**src/rtl/aes_ctrl_pkg.sv**
```systemverilog
// Shared types and constants for the AES round sequencing controller.
// legal_nr() lets the top reject unsupported round counts at elaboration.
package aes_ctrl_pkg;

    typedef enum logic [1:0] {
        IDLE  = 2'd0,
        INIT  = 2'd1,
        ROUND = 2'd2,
        DONE  = 2'd3
    } state_t;

    localparam int NR_128 = 10;
    localparam int NR_192 = 12;
    localparam int NR_256 = 14;

    function automatic bit legal_nr(input int nr);
        return (nr == NR_128) || (nr == NR_192) || (nr == NR_256);
    endfunction

endpackage

```
**src/rtl/aes_round_cnt.sv**
```systemverilog
// Round index register: clear, increment or hold, plus a flag marking the
// final cipher round (index equal to NR).
module aes_round_cnt #(
    parameter int NR      = 10,
    parameter int ROUND_W = 4
) (
    input  logic               clk,
    input  logic               rst,
    input  logic               i_clr,
    input  logic               i_inc,
    output logic [ROUND_W-1:0] o_idx,
    output logic               o_is_last
);

    logic [ROUND_W-1:0] r_idx;

    always_ff @(posedge clk) begin
        if (rst || i_clr) begin
            r_idx <= '0;
        end else if (i_inc) begin
            r_idx <= r_idx + 1'b1;
        end
    end

    assign o_idx     = r_idx;
    assign o_is_last = (r_idx == ROUND_W'(NR));

endmodule

```
**src/rtl/aes_round_ctrl.sv**
```systemverilog
// Sequencing controller for the AES cipher datapath: block load, initial
// AddRoundKey, NR rounds gated by key availability, then output handshake.
//
// Handshakes: a transfer happens on a rising clk edge where valid && ready.
// in_valid/in_ready load a block (only in IDLE); out_valid/out_ready retire
// the result (only in DONE). out_valid holds until the transfer or an abort.
module aes_round_ctrl
    import aes_ctrl_pkg::*;
#(
    parameter int NR      = 10,
    parameter int ROUND_W = 4,
    parameter int STALL_W = 8
) (
    input  logic               clk,
    input  logic               rst,
    input  logic               in_valid,
    output logic               in_ready,
    output logic               text_ld_en,
    input  logic               abort,
    input  logic               key_valid,
    output logic               kexp_adv,
    output logic               sa_en,
    output logic               first_round,
    output logic               final_round,
    output logic [ROUND_W-1:0] round_idx,
    output logic               out_valid,
    input  logic               out_ready,
    output logic               busy,
    output logic [STALL_W-1:0] stall_cnt,
    output state_t             dbg_state
);

    if (!legal_nr(NR)) begin : g_bad_nr
        $error("aes_round_ctrl: NR must be 10, 12 or 14");
    end
    if ((1 << ROUND_W) <= NR) begin : g_bad_round_w
        $error("aes_round_ctrl: ROUND_W too narrow for NR");
    end

    state_t             r_state;
    state_t             w_state_nxt;
    logic [STALL_W-1:0] r_stall;
    logic [STALL_W-1:0] w_stall_nxt;
    logic               w_cnt_clr;
    logic               w_cnt_inc;
    logic               w_is_last;
    logic [ROUND_W-1:0] w_idx;

    aes_round_cnt #(
        .NR      (NR),
        .ROUND_W (ROUND_W)
    ) u_round_cnt (
        .clk       (clk),
        .rst       (rst),
        .i_clr     (w_cnt_clr),
        .i_inc     (w_cnt_inc),
        .o_idx     (w_idx),
        .o_is_last (w_is_last)
    );

    always_ff @(posedge clk) begin
        if (rst) begin
            r_state <= IDLE;
            r_stall <= '0;
        end else begin
            r_state <= w_state_nxt;
            r_stall <= w_stall_nxt;
        end
    end

    always_comb begin
        w_state_nxt = r_state;
        w_stall_nxt = r_stall;
        w_cnt_clr   = 1'b0;
        w_cnt_inc   = 1'b0;
        in_ready    = 1'b0;
        text_ld_en  = 1'b0;
        sa_en       = 1'b0;
        kexp_adv    = 1'b0;
        first_round = 1'b0;
        final_round = 1'b0;
        out_valid   = 1'b0;

        case (r_state)
            IDLE: begin
                in_ready = 1'b1;
                if (in_valid) begin
                    text_ld_en  = 1'b1;
                    w_cnt_clr   = 1'b1;
                    w_stall_nxt = '0;
                    w_state_nxt = INIT;
                end
            end
            INIT: begin
                first_round = 1'b1;
                if (abort) begin
                    w_cnt_clr   = 1'b1;
                    w_state_nxt = IDLE;
                end else begin
                    sa_en       = 1'b1;
                    w_cnt_inc   = 1'b1;
                    w_state_nxt = ROUND;
                end
            end
            ROUND: begin
                final_round = w_is_last;
                if (abort) begin
                    w_cnt_clr   = 1'b1;
                    w_state_nxt = IDLE;
                end else if (key_valid) begin
                    sa_en    = 1'b1;
                    kexp_adv = 1'b1;
                    if (w_is_last) begin
                        w_state_nxt = DONE;
                    end else begin
                        w_cnt_inc = 1'b1;
                    end
                end else begin
                    w_stall_nxt = (&r_stall) ? r_stall : r_stall + 1'b1;
                end
            end
            DONE: begin
                // An abort retires the block silently, so no transfer may be seen.
                out_valid = !abort;
                if (abort) begin
                    w_cnt_clr   = 1'b1;
                    w_state_nxt = IDLE;
                end else if (out_ready) begin
                    w_state_nxt = IDLE;
                end
            end
            default: w_state_nxt = IDLE;
        endcase

        if (rst) begin
            in_ready   = 1'b0;
            text_ld_en = 1'b0;
            sa_en      = 1'b0;
            kexp_adv   = 1'b0;
            out_valid  = 1'b0;
        end
    end

    assign round_idx = w_idx;
    assign busy      = (r_state != IDLE);
    assign stall_cnt = r_stall;
    assign dbg_state = r_state;

endmodule

```
**config.mk**
```make
export PLATFORM = sky130hd
export DESIGN_NAME = aes_round_ctrl
export DESIGN_NICKNAME = d
export VERILOG_FILES = /design/src/rtl/aes_ctrl_pkg.sv /design/src/rtl/aes_round_cnt.sv /design/src/rtl/aes_round_ctrl.sv
export SDC_FILE = /design/constraint.sdc
export NUM_CORES = 1
export LEC_CHECK = 0
export CORE_MARGIN = 5
export CORE_UTILIZATION = 45
export DETAILED_ROUTE_END_ITERATION = 6
export HOLD_SLACK_MARGIN = 0.03
export MAX_ROUTING_LAYER = met4
export PLACE_DENSITY = 0.76
export SLEW_MARGIN = 20
export SYNTH_ARGS = -nofsm -noshare
export SYNTH_HDL_FRONTEND = slang
export SYNTH_SLANG_ARGS = --single-unit
```
**constraint.sdc**
```tcl
create_clock -name clk -period 2.65 [get_ports clk]
set_clock_uncertainty 0.15 [all_clocks]
set_input_delay 0.3975 -clock clk [delete_from_list [all_inputs] [get_ports clk]]
set_output_delay 0.3975 -clock clk [all_outputs]
set_load 0.01 [all_outputs]
```
==> summary.md <==
| Metric | Value |
|---|---|
| Critical Path Stages | 3 |
| Share of the synthesized area in the top cell type | 0.290 |
| Crit-path max FO | 9 |
| Layout cells sized above 1 | 0.100 |
| Crit-path slowest cell | clkdlybuf4s50_1 |
| Final routed wire length divided by cell count | 14.5 µm |
| TritonCTS clock tree | yes |
| Synthesis-to-finish area growth | 39.0% |
| Largest net degree at the start of global routing | 10 |
| Synth area leader | dfxtp_1 |
| Die area | 0.00317 mm² |
| Max-cap violations | 0 |
| Die height | 56.3 µm |
| Final Cycle Share | 0.919 |
| Setup WS pre-CTS | 0.184 ns |
| 1st-iter DRT viols | 20 |
| CTS Hold Buffers Added | 0 |
| FMAX | 411 MHz |
| Critical path startpoint category | input port |
| Clock slew at reported path FFs | 0.09 ns |
| Post-DP HPWL | 1920 µm |
| Final GP Congestion | 0.847 |
| Buffers on Ports | 27 |
| Cells on worst reg2reg path | 6 |
| Hold WS | 0.382 ns |
| Net Sw Power | 144 µW |
| CP Launch Point | rst |
| Fin. max-slew vios | 0 |
| First-pass GRT wire length | 4360 µm |
| Net Sw Frac | 0.292 |
| Max_slew headroom | 0.573 |
| Site Rows | 16 |
| Total power per unit cell area | 367 mW/mm² |
| Critical Path Most Common Cell | clkdlybuf4s50_1 |
| Gr ovfl total | 0 |
| Number of global-route vias before repair | 991 |
| Most frequent cell after synthesis | dfxtp_1 |
| Min cycle time layout | 2.44 ns |
| Reg2reg start | dbg_state[0] |
| Hold Vio Cnt, Final | 0 |
| Crit-path max cell delay | 0.60 ns |
| Number of flops mapped to enable cells by yosys | 0 |
| Final wirelength | 2560 µm |
| Vias | 995 |
| Area occupied by registers | 283 µm² |
| WS Path Type | input port to output pin |
| Max Root-Sink Buffers | 2 |
| Postcts setup bufs | 0 |
| Combinational share of power | 0.227 |
| Initial antenna violation count | 0 |
| Die X | 56.3 µm |
| Clk Latency, worst-skew pair | 0.29 ns |
| N_diodes | 0 |
| Setup tns final | 0 ns |
| Dominant cells by area after synthesis | dfxtp_1, ha_1, a21oi_1 |
| Core box area | 0.00200 mm² |
| Worst Tran Pin Value | 0.634 ns |
| Router iterations before antenna repair | 4 |
| Post-synthesis register bit count | 14 |
| DRC viols | 0 |
| Sequential-to-total area share from yosys stat | 0.290 |
| Cells after Synth | 118 |
| GRT Total Usage | 0.172 |
| # fillers | 189 |
| Register share of total power | 0.444 |
| Worst vdd ir | 0.197 mV |
| Critical Path RT | 2.10 ns |
| DR vias/cell | 5.62 |
| Multi-input gate area | 661 µm² |
| Synth async-reset ratio | 0 |
| Reg2reg setup slack | 0.51 ns |
| Internal Pwr Total | 349 µW |
| Final WS setup | 0.215 ns |
| Clk sink count | 14 |
| Nets | 165 |
| CTS H-tree lvls | 1 |
| CP delay by family, top | buffers and inverters |
| RSZ-0062 raised after global routing | false |
| Num CTS Buffers | 3 |
| Synth Net Count | 132 |
| HP Class | register to register |
| Status | completed |
| Crit end category | output pin |
| CTS root buffer | clkbuf_4 |
| Proportion of power drawn by the clock network | 0.329 |
| Yosys cell types | 35 |
| Pleak | 0.000475 µW |
| Final ANT Viol Nets | 0 |
| Worst r2r dst | stall_cnt[3] |
| Critical Path AT | 1.89 ns |
| I/O Pins | 28 |
| Final setup violation count | 0 |
| Initial Util | 0.482 |
| Synth cell count leaders | dfxtp_1, a21oi_1, nor2_1, ha_1, inv_1 |
| Critical Path End | kexp_adv |
| Main flop type after synthesis | dfxtp_1 |
| Critical path buffer and inverter count | 2 |
| CP cell instances | clkdlybuf4s50_1, nor3b_1, clkdlybuf4s50_1 |
| Avg Synthesized Cell Area | 8.19 µm² |
| Syn. warnings | 0 |
| Mapped Area | 966 µm² |
-- kinds of logic after synthesis --
kind of cell	after synthesis	synth area share
buffers and inverters	10	0.0389
adders and majority gates	8	0.104
AOI/OAI and AO/OA	34	0.249
DFF	14	0.290
and+or+nand+nor	51	0.308
muxes	1	0.0104
-- cells in the final DEF, fill, tap and decap left out, types with 4 or more instances in the layout --
cell / count
nor3b_1: 4
inv_1: 7
a21oi_1: 12
nor2_1: 10
nand3_1: 6
clkdlybuf4s50_1: 26
dfxtp_1: 12
o21ai_0: 5
ha_1: 7
a311oi_1: 5
nor3_1: 4
buf_4: 4
nand2b_1: 4
-- power groups by stage --
| stage | registers, µW | logic [µW] | clock network (µW) |
|---|---|---|---|
| 2_1_floorplan | 224 | 59.2 | 0 |
| 5_1_grt | 220 | 123 | 176 |
| 3_3_place_gp | 223 | 107 | 0 |
| 6_report | 219 | 112 | 162 |
| 4_1_cts | 218 | 110 | 162 |
| 3_5_place_dp | 223 | 109 | 0 |
-- through the flow --
step           cells  area [µm²]  total power, µW   util
6_report         177        1340              492  0.671
5_1_grt          177        1340              519  0.671
4_1_cts          177        1330              491  0.663
3_5_place_dp     173        1290              332  0.644
3_3_place_gp     173        1290              330  0.644
2_1_floorplan    118         966              283      -
-- flip-flops by register name (all words and copies together), names as in the netlist --
register	count
stall_cnt	8
dbg_state	2
u_round_cnt.o_idx	4
-- layer usage --
layer	wire length, µm	track usage
met1	1240	0.222
met4	30	0.0508
met5	0	-
met3	136	0.0344
met2	1150	0.270
-- worst min-delay path by stage --
stage	startpoint	endpoint	slack [ns]	cells past startpoint
floorplan	u_round_cnt.o_idx[3]	u_round_cnt.o_idx[3]	0.37	2
global placement	u_round_cnt.o_idx[3]	u_round_cnt.o_idx[3]	0.36	2
detailed placement	u_round_cnt.o_idx[3]	u_round_cnt.o_idx[3]	0.36	2
CTS	u_round_cnt.o_idx[3]	u_round_cnt.o_idx[3]	0.38	2
global route	u_round_cnt.o_idx[3]	u_round_cnt.o_idx[3]	0.40	2
finish	u_round_cnt.o_idx[3]	u_round_cnt.o_idx[3]	0.38	2
-- worst min-delay path, stage by stage (launching register included) --
cell     delay (ns)
dfxtp_1        0.36
o31ai_1        0.08
a21oi_1        0.06
-- timing repair --
action	CTS	global route
gates resized for setup	1	4
hold endpoints to repair	0	0
setup endpoints to repair	1	2
pin swaps	0	0
-- area by class of cell --
type	instances	share of cell area
inverter	7	0.0196
tap	27	0.0252
clock buffer	4	0.0270
sequential	14	0.211
multi-input combinational	94	0.492
timing repair buffer	31	0.226
(Power assumes the default switching activity.)
